$ cat config.mk
export PLATFORM = sky130hd
export DESIGN_NAME = audio_level_reader
export DESIGN_NICKNAME = d
export VERILOG_FILES = /design/src/rtl/audio_level_reader.sv
export SDC_FILE = /design/constraint.sdc
export NUM_CORES = 1
export LEC_CHECK = 0
export BUFFER_PORTS_ARGS = -buffer_cell sky130_fd_sc_hd__buf_2
export CORE_MARGIN = 5
export CORE_UTILIZATION = 45
export CTS_BUF_LIST = sky130_fd_sc_hd__clkbuf_4 sky130_fd_sc_hd__clkbuf_8
export CTS_CLUSTER_SIZE = 30
export DETAILED_ROUTE_END_ITERATION = 12
export PLACE_DENSITY = 0.66
export SLEW_MARGIN = 30
export SYNTH_ARGS = -nofsm -noshare
export SYNTH_HDL_FRONTEND = slang
export SYNTH_SLANG_ARGS = --single-unit
$ cat constraint.sdc
create_clock -name clk -period 9.1 [get_ports clk]
set_input_delay 1.82 -clock clk [delete_from_list [all_inputs] [get_ports clk]]
set_output_delay 1.82 -clock clk [all_outputs]
set_load 0.02 [all_outputs]
$ cat src/rtl/audio_level_reader.sv
// audio_level_reader
// Pops stereo samples from the audio controller input FIFO, tracks the
// largest per-sample magnitude over a fixed window of samples, and
// publishes that window level together with a peak-hold value and a
// loudness flag. Each sample is handled by a three-state
// IDLE -> READ -> ACC sequence, so a read never follows a read directly.
module audio_level_reader #(
    parameter int unsigned WINDOW       = 4800,
    parameter int unsigned THRESHOLD    = 64,
    parameter int unsigned HOLD_WINDOWS = 5
) (
    input  logic        clk,
    input  logic        reset,
    input  logic        enable,
    input  logic        audio_in_available,
    input  logic [31:0] left_in,
    input  logic [31:0] right_in,
    output logic        read_out,
    output logic [7:0]  level,
    output logic [7:0]  peak,
    output logic        loud_flag,
    output logic        window_done
);

    localparam int unsigned CNT_W  = (WINDOW > 1) ? $clog2(WINDOW) : 1;
    localparam int unsigned HOLD_W = (HOLD_WINDOWS > 1) ? $clog2(HOLD_WINDOWS) : 1;
    localparam logic [CNT_W-1:0]  CNT_LAST  = CNT_W'(WINDOW - 1);
    localparam logic [HOLD_W-1:0] HOLD_LAST = HOLD_W'(HOLD_WINDOWS - 1);

    typedef enum logic [1:0] {
        IDLE,
        READ,
        ACC
    } state_t;

    state_t             state;
    logic [31:0]        cap_left;
    logic [31:0]        cap_right;
    logic [7:0]         win_max;
    logic [CNT_W-1:0]   sample_cnt;
    logic [HOLD_W-1:0]  hold_cnt;

    logic [7:0]         mag_left;
    logic [7:0]         mag_right;
    logic [7:0]         mag_sample;
    logic [7:0]         win_next;

    // Absolute value with the most negative code saturated to the most
    // positive one, then scaled down to its top eight magnitude bits.
    function automatic logic [7:0] mag8(input logic [31:0] s);
        logic [31:0] a;
        if (s == 32'h8000_0000)
            a = 32'h7FFF_FFFF;
        else if (s[31])
            a = -s;
        else
            a = s;
        // a[31] is always 0 here, so the 8-bit truncation yields a[30:23]
        return 8'(a >> 23);
    endfunction

    // Magnitude of the captured sample and the running window maximum it produces
    always_comb begin
        mag_left   = mag8(cap_left);
        mag_right  = mag8(cap_right);
        mag_sample = (mag_left > mag_right) ? mag_left : mag_right;
        win_next   = (mag_sample > win_max) ? mag_sample : win_max;
    end

    // Read sequencer, window accumulation and level/peak publication
    always_ff @(posedge clk) begin
        if (reset) begin
            state       <= IDLE;
            read_out    <= 1'b0;
            window_done <= 1'b0;
            loud_flag   <= 1'b0;
            level       <= '0;
            peak        <= '0;
            win_max     <= '0;
            sample_cnt  <= '0;
            hold_cnt    <= '0;
            cap_left    <= '0;
            cap_right   <= '0;
        end else begin
            read_out    <= 1'b0;
            window_done <= 1'b0;
            case (state)
                IDLE: begin
                    if (enable && audio_in_available) begin
                        state    <= READ;
                        read_out <= 1'b1;
                    end
                end
                READ: begin
                    cap_left  <= left_in;
                    cap_right <= right_in;
                    state     <= ACC;
                end
                ACC: begin
                    state <= IDLE;
                    if (sample_cnt == CNT_LAST) begin
                        level       <= win_next;
                        loud_flag   <= (32'(win_next) >= THRESHOLD);
                        window_done <= 1'b1;
                        win_max     <= '0;
                        sample_cnt  <= '0;
                        // Peak follows rising levels at once; a lower level
                        // only replaces it after the hold count expires.
                        if (win_next >= peak) begin
                            peak     <= win_next;
                            hold_cnt <= '0;
                        end else if (hold_cnt == HOLD_LAST) begin
                            peak     <= win_next;
                            hold_cnt <= '0;
                        end else begin
                            hold_cnt <= hold_cnt + 1'b1;
                        end
                    end else begin
                        win_max    <= win_next;
                        sample_cnt <= sample_cnt + 1'b1;
                    end
                end
                default: state <= IDLE;
            endcase
        end
    end

endmodule

==> summary.md <==
| Metric | Value |
|---|---|
| Initial DRT Pass Iterations | 5 |
| DR top layer | met4 |
| Setup Buffers After CTS | 0 |
| Num CTS Buffers | 9 |
| ANT nets after route | 0 |
| Total core area | 12000 um2 |
| CTS Root Cell | clkbuf_8 |
| Area of the multi-input gates | 3060 um2 |
| Starting Density | 45.9% |
| Metal-1 WL | between 5000 and 6000 um |
| Crit path kind | reg -> reg |
| Avg Vias per Cell | 5.50 |
| Initial DRC count | around 440 |
| RD Place Congestion | 0.856 |
| DR WL met2 | 5940 um |
| Worst slew pin tran | 0.821 ns |
| Final hold vios | 0 |
| Final WL | 12600 um |
| Crit end category | flip-flop |
| Worst-path clk slew | between 0.1 and 0.15 ns |
| FF-to-FF setup slack | 1.88 ns |
| Clk sinks | 109 |
| Main synth FF type | dfxtp_1 |
| Max Clock Skew | 0.0152 ns |
| Via count | 4979 |
| Dpl hpwl | 9160 um |
| Final min period | 7.22 ns |
| Max Freq | between 0.1 and 0.15 GHz |
| Gate Count Post-Synth | 694 |
| FF/Latch Area | 2180 um2 |
| Number of max-cap violations | 0 |
| H-tree lvl count | 3 |
| Rows | 40 |
| Async set-reset flop share out of synthesis | 0% |
| # fillers | 1178 |
| Status | complete, no violations |
| Met3 Wirelength | 606 um |
| Synth warn | 0 |
| Largest net degree at the start of global routing | 105 |
| Period utilisation layout | 79.3% |
| Initial antenna violation count | 0 |
| Critical Path Start Type | flip-flop |
| Synthesized area | 5490 um2 |
| Worst relative slew slack | 44.9% |
| Register area share after synthesis | 39.8% |
| Final Max Slew Viols | 0 |
| Clk buf depth | 2 |
| Synthesized Nets | 789 |
| Fin cells | 906 |
| Synthesis-to-finish area growth | 13.1% |
| Peak supply drop | 0.0964 mV |
| RSZ-0062 raised after global routing | no |
| Post-cts resize count | 0 |
| Dpl cells | 892 |
| Total Die Area | 14500 um2 |
| First-pass GRT wire length | 21500 um |
| Die width | 120 um |
| Cts hold-fix bufs | 0 |
| Number of flops mapped to enable cells by yosys | 0 |
| Nets@finish | 851 |
| Per-cell routed wire length | 14.0 um |
| Port Buffers | 86 |
| PD cells | 196 nW/um2 |
| Layout cells sized above 1 | 16.7% |
| Leak | 2.40 nW |
| IO Pins | a little under 90 |
| Number of global-route vias before repair | 4727 |
| Mapped Avg Cell Area | 7.90 um2 |
| Crit path max fanout | 20 |
| Drt drc | 0 |
| Die Ht | 120 um |
| Clk Latency, worst-skew pair | roughly 0.4 ns |
| CP required | 9.39 ns |
| Antenna cells | 0 |
| Critical path arrival | 7.51 ns |
| Netlist cell types | 64 |
| Min-delay worst type | reg -> reg |
| GRT Total Usage | between 15 and 20% |
| Util after Layout | 51.9% |
| Setup TNS | 0 ns |
| FF+latch count, synth | 109 |
| Total grt overflow | 0 |
| Endpoints failing setup | 0 |
| TritonCTS clock tree | done |
synth_stat cells, types with 4 or more instances:
master | instances | area share [%]
nand2_1 | 153 | 10
dfxtp_1 | 109 | 40
a21oi_1 | 90 | 8.2
nor2_1 | 42 | 2.9
clkbuf_1 | 30 | 2.1
inv_1 | 30 | 2.1
ha_1 | 27 | 6.2
nor4_1 | 14 | 1.6
nand4_1 | 13 | 1.5
o21ai_0 | 13 | 1.2
nand3_1 | 11 | 1.0
nand2b_1 | 10 | 1.1
nor3_1 | 9 | 0.82
buf_1 | 8 | 0.55
o211ai_1 | 8 | 1.1
xor2_1 | 8 | 1.3
a22o_1 | 7 | 1.1
or3_1 | 7 | 0.80
nor2b_1 | 6 | 0.68
xnor2_1 | 6 | 0.96
a211o_1 | 5 | 0.80
and2_1 | 5 | 0.57
or2_2 | 5 | 0.57
and3_1 | 4 | 0.46
mux2_2 | 4 | 0.82
o31a_1 | 4 | 0.64
o31ai_1 | 4 | 0.55
where the power goes:
group	internal [mW]	switching, mW	leakage (nW)
Sequential	0.487	0.00913	0.882
Clock	0.156	0.161	0.106
Combinational	0.145	0.259	1.41
Total	0.788	0.430	2.40
layer usage:
| layer | up-vias | GRT usage [%] |
|---|---|---|
| li1 | 2558 | - |
| met1 | 2291 | 23.2 |
| met2 | 114 | 28.7 |
| met3 | 16 | 4.49 |
| met4 | 0 | 6.44 |
| met5 | - | 0 |
sequential cells by signal, summed over array words and instances (netlist names):
register     count
cap_left        32
cap_right       32
hold_cnt         3
level            8
loud_flag        1
peak             8
read_out         1
sample_cnt      13
state            2
win_max          8
window_done      1
worst paths after layout:
check           startpoint       endpoint  depth (start not counted)
max           cap_right[5]        peak[1]                         27
min          cap_right[10]  cap_right[10]                          2
max reg2reg   cap_right[5]        peak[1]                         27
min reg2reg  cap_right[10]  cap_right[10]                          2
placed cells by master, fill, tap and decap left out, drive strengths merged, types with 3 or more instances in the layout:
cell    instances
nor2           44
nand2b         10
ha             27
mux2            5
nand2         153
inv            31
mux2i           3
a21o            3
o22ai           3
nand3          11
nor2b           6
nor4           14
dfxtp         109
o32ai           3
buf            89
a22o            7
and2            5
or2             6
o21ai          16
o31ai           4
or4             4
o211ai          8
o31a            4
nand4          13
a31oi           3
xnor2           6
and3            4
a311oi          3
xor2            8
a211o           5
nor3            9
a21oi          90
or3             7
nor3b           3
o41ai           5
clkbuf         10
worst max-delay path, cell delays in order (launching register included):
cell	delay, ns
dfxtp_1	0.32
or4_4	0.54
or4_4	0.57
o311ai_1	0.23
a21boi_1	0.23
inv_1	0.06
ha_1	0.31
a211oi_1	0.23
nor2_1	0.09
nand4bb_1	0.26
nand2_1	0.26
mux2i_1	0.51
ha_1	0.34
nor2b_1	0.13
o211ai_1	0.16
a21oi_1	0.11
o21bai_1	0.13
buf_4	0.26
nand2b_1	0.10
o21ai_0	0.15
ha_1	0.30
nand2b_1	0.15
a21o_1	0.18
a21oi_1	0.15
o21ai_0	0.15
a221oi_1	0.73
nor4_1	0.10
a221o_1	0.37
logic make-up after synthesis:
kind of cell | after synthesis | synth area share (%)
fa+ha+maj | 27 | 6.16
simple gates | 295 | 25.0
buf+inv | 68 | 4.65
xor+xnor | 14 | 2.24
compound gates | 173 | 20.5
flops | 109 | 39.8
mux | 8 | 1.64
final cells by class:
cell class	count	area share, %
flip-flops and latches	109	35.2
clock buffers	10	2.12
repair buffers	89	7.40
multi-input cells	517	49.4
inverters	30	1.81
well taps	147	2.96
clock inverters	4	1.19
metrics by stage:
step / worst slack [ns] / hold slack (ns) / area [um2] / power, mW
global placement: 2.19 / 0.433 / 5990 / 0.898
detailed placement: 1.94 / 0.442 / 6000 / 0.907
CTS: 1.91 / 0.456 / 6200 / 1.23
global route: 1.35 / 0.474 / 6210 / 1.29
finish: 1.88 / 0.456 / 6210 / 1.22
floorplan: 2.38 / 0.431 / 5490 / 0.813
(Power assumes the default switching activity.)
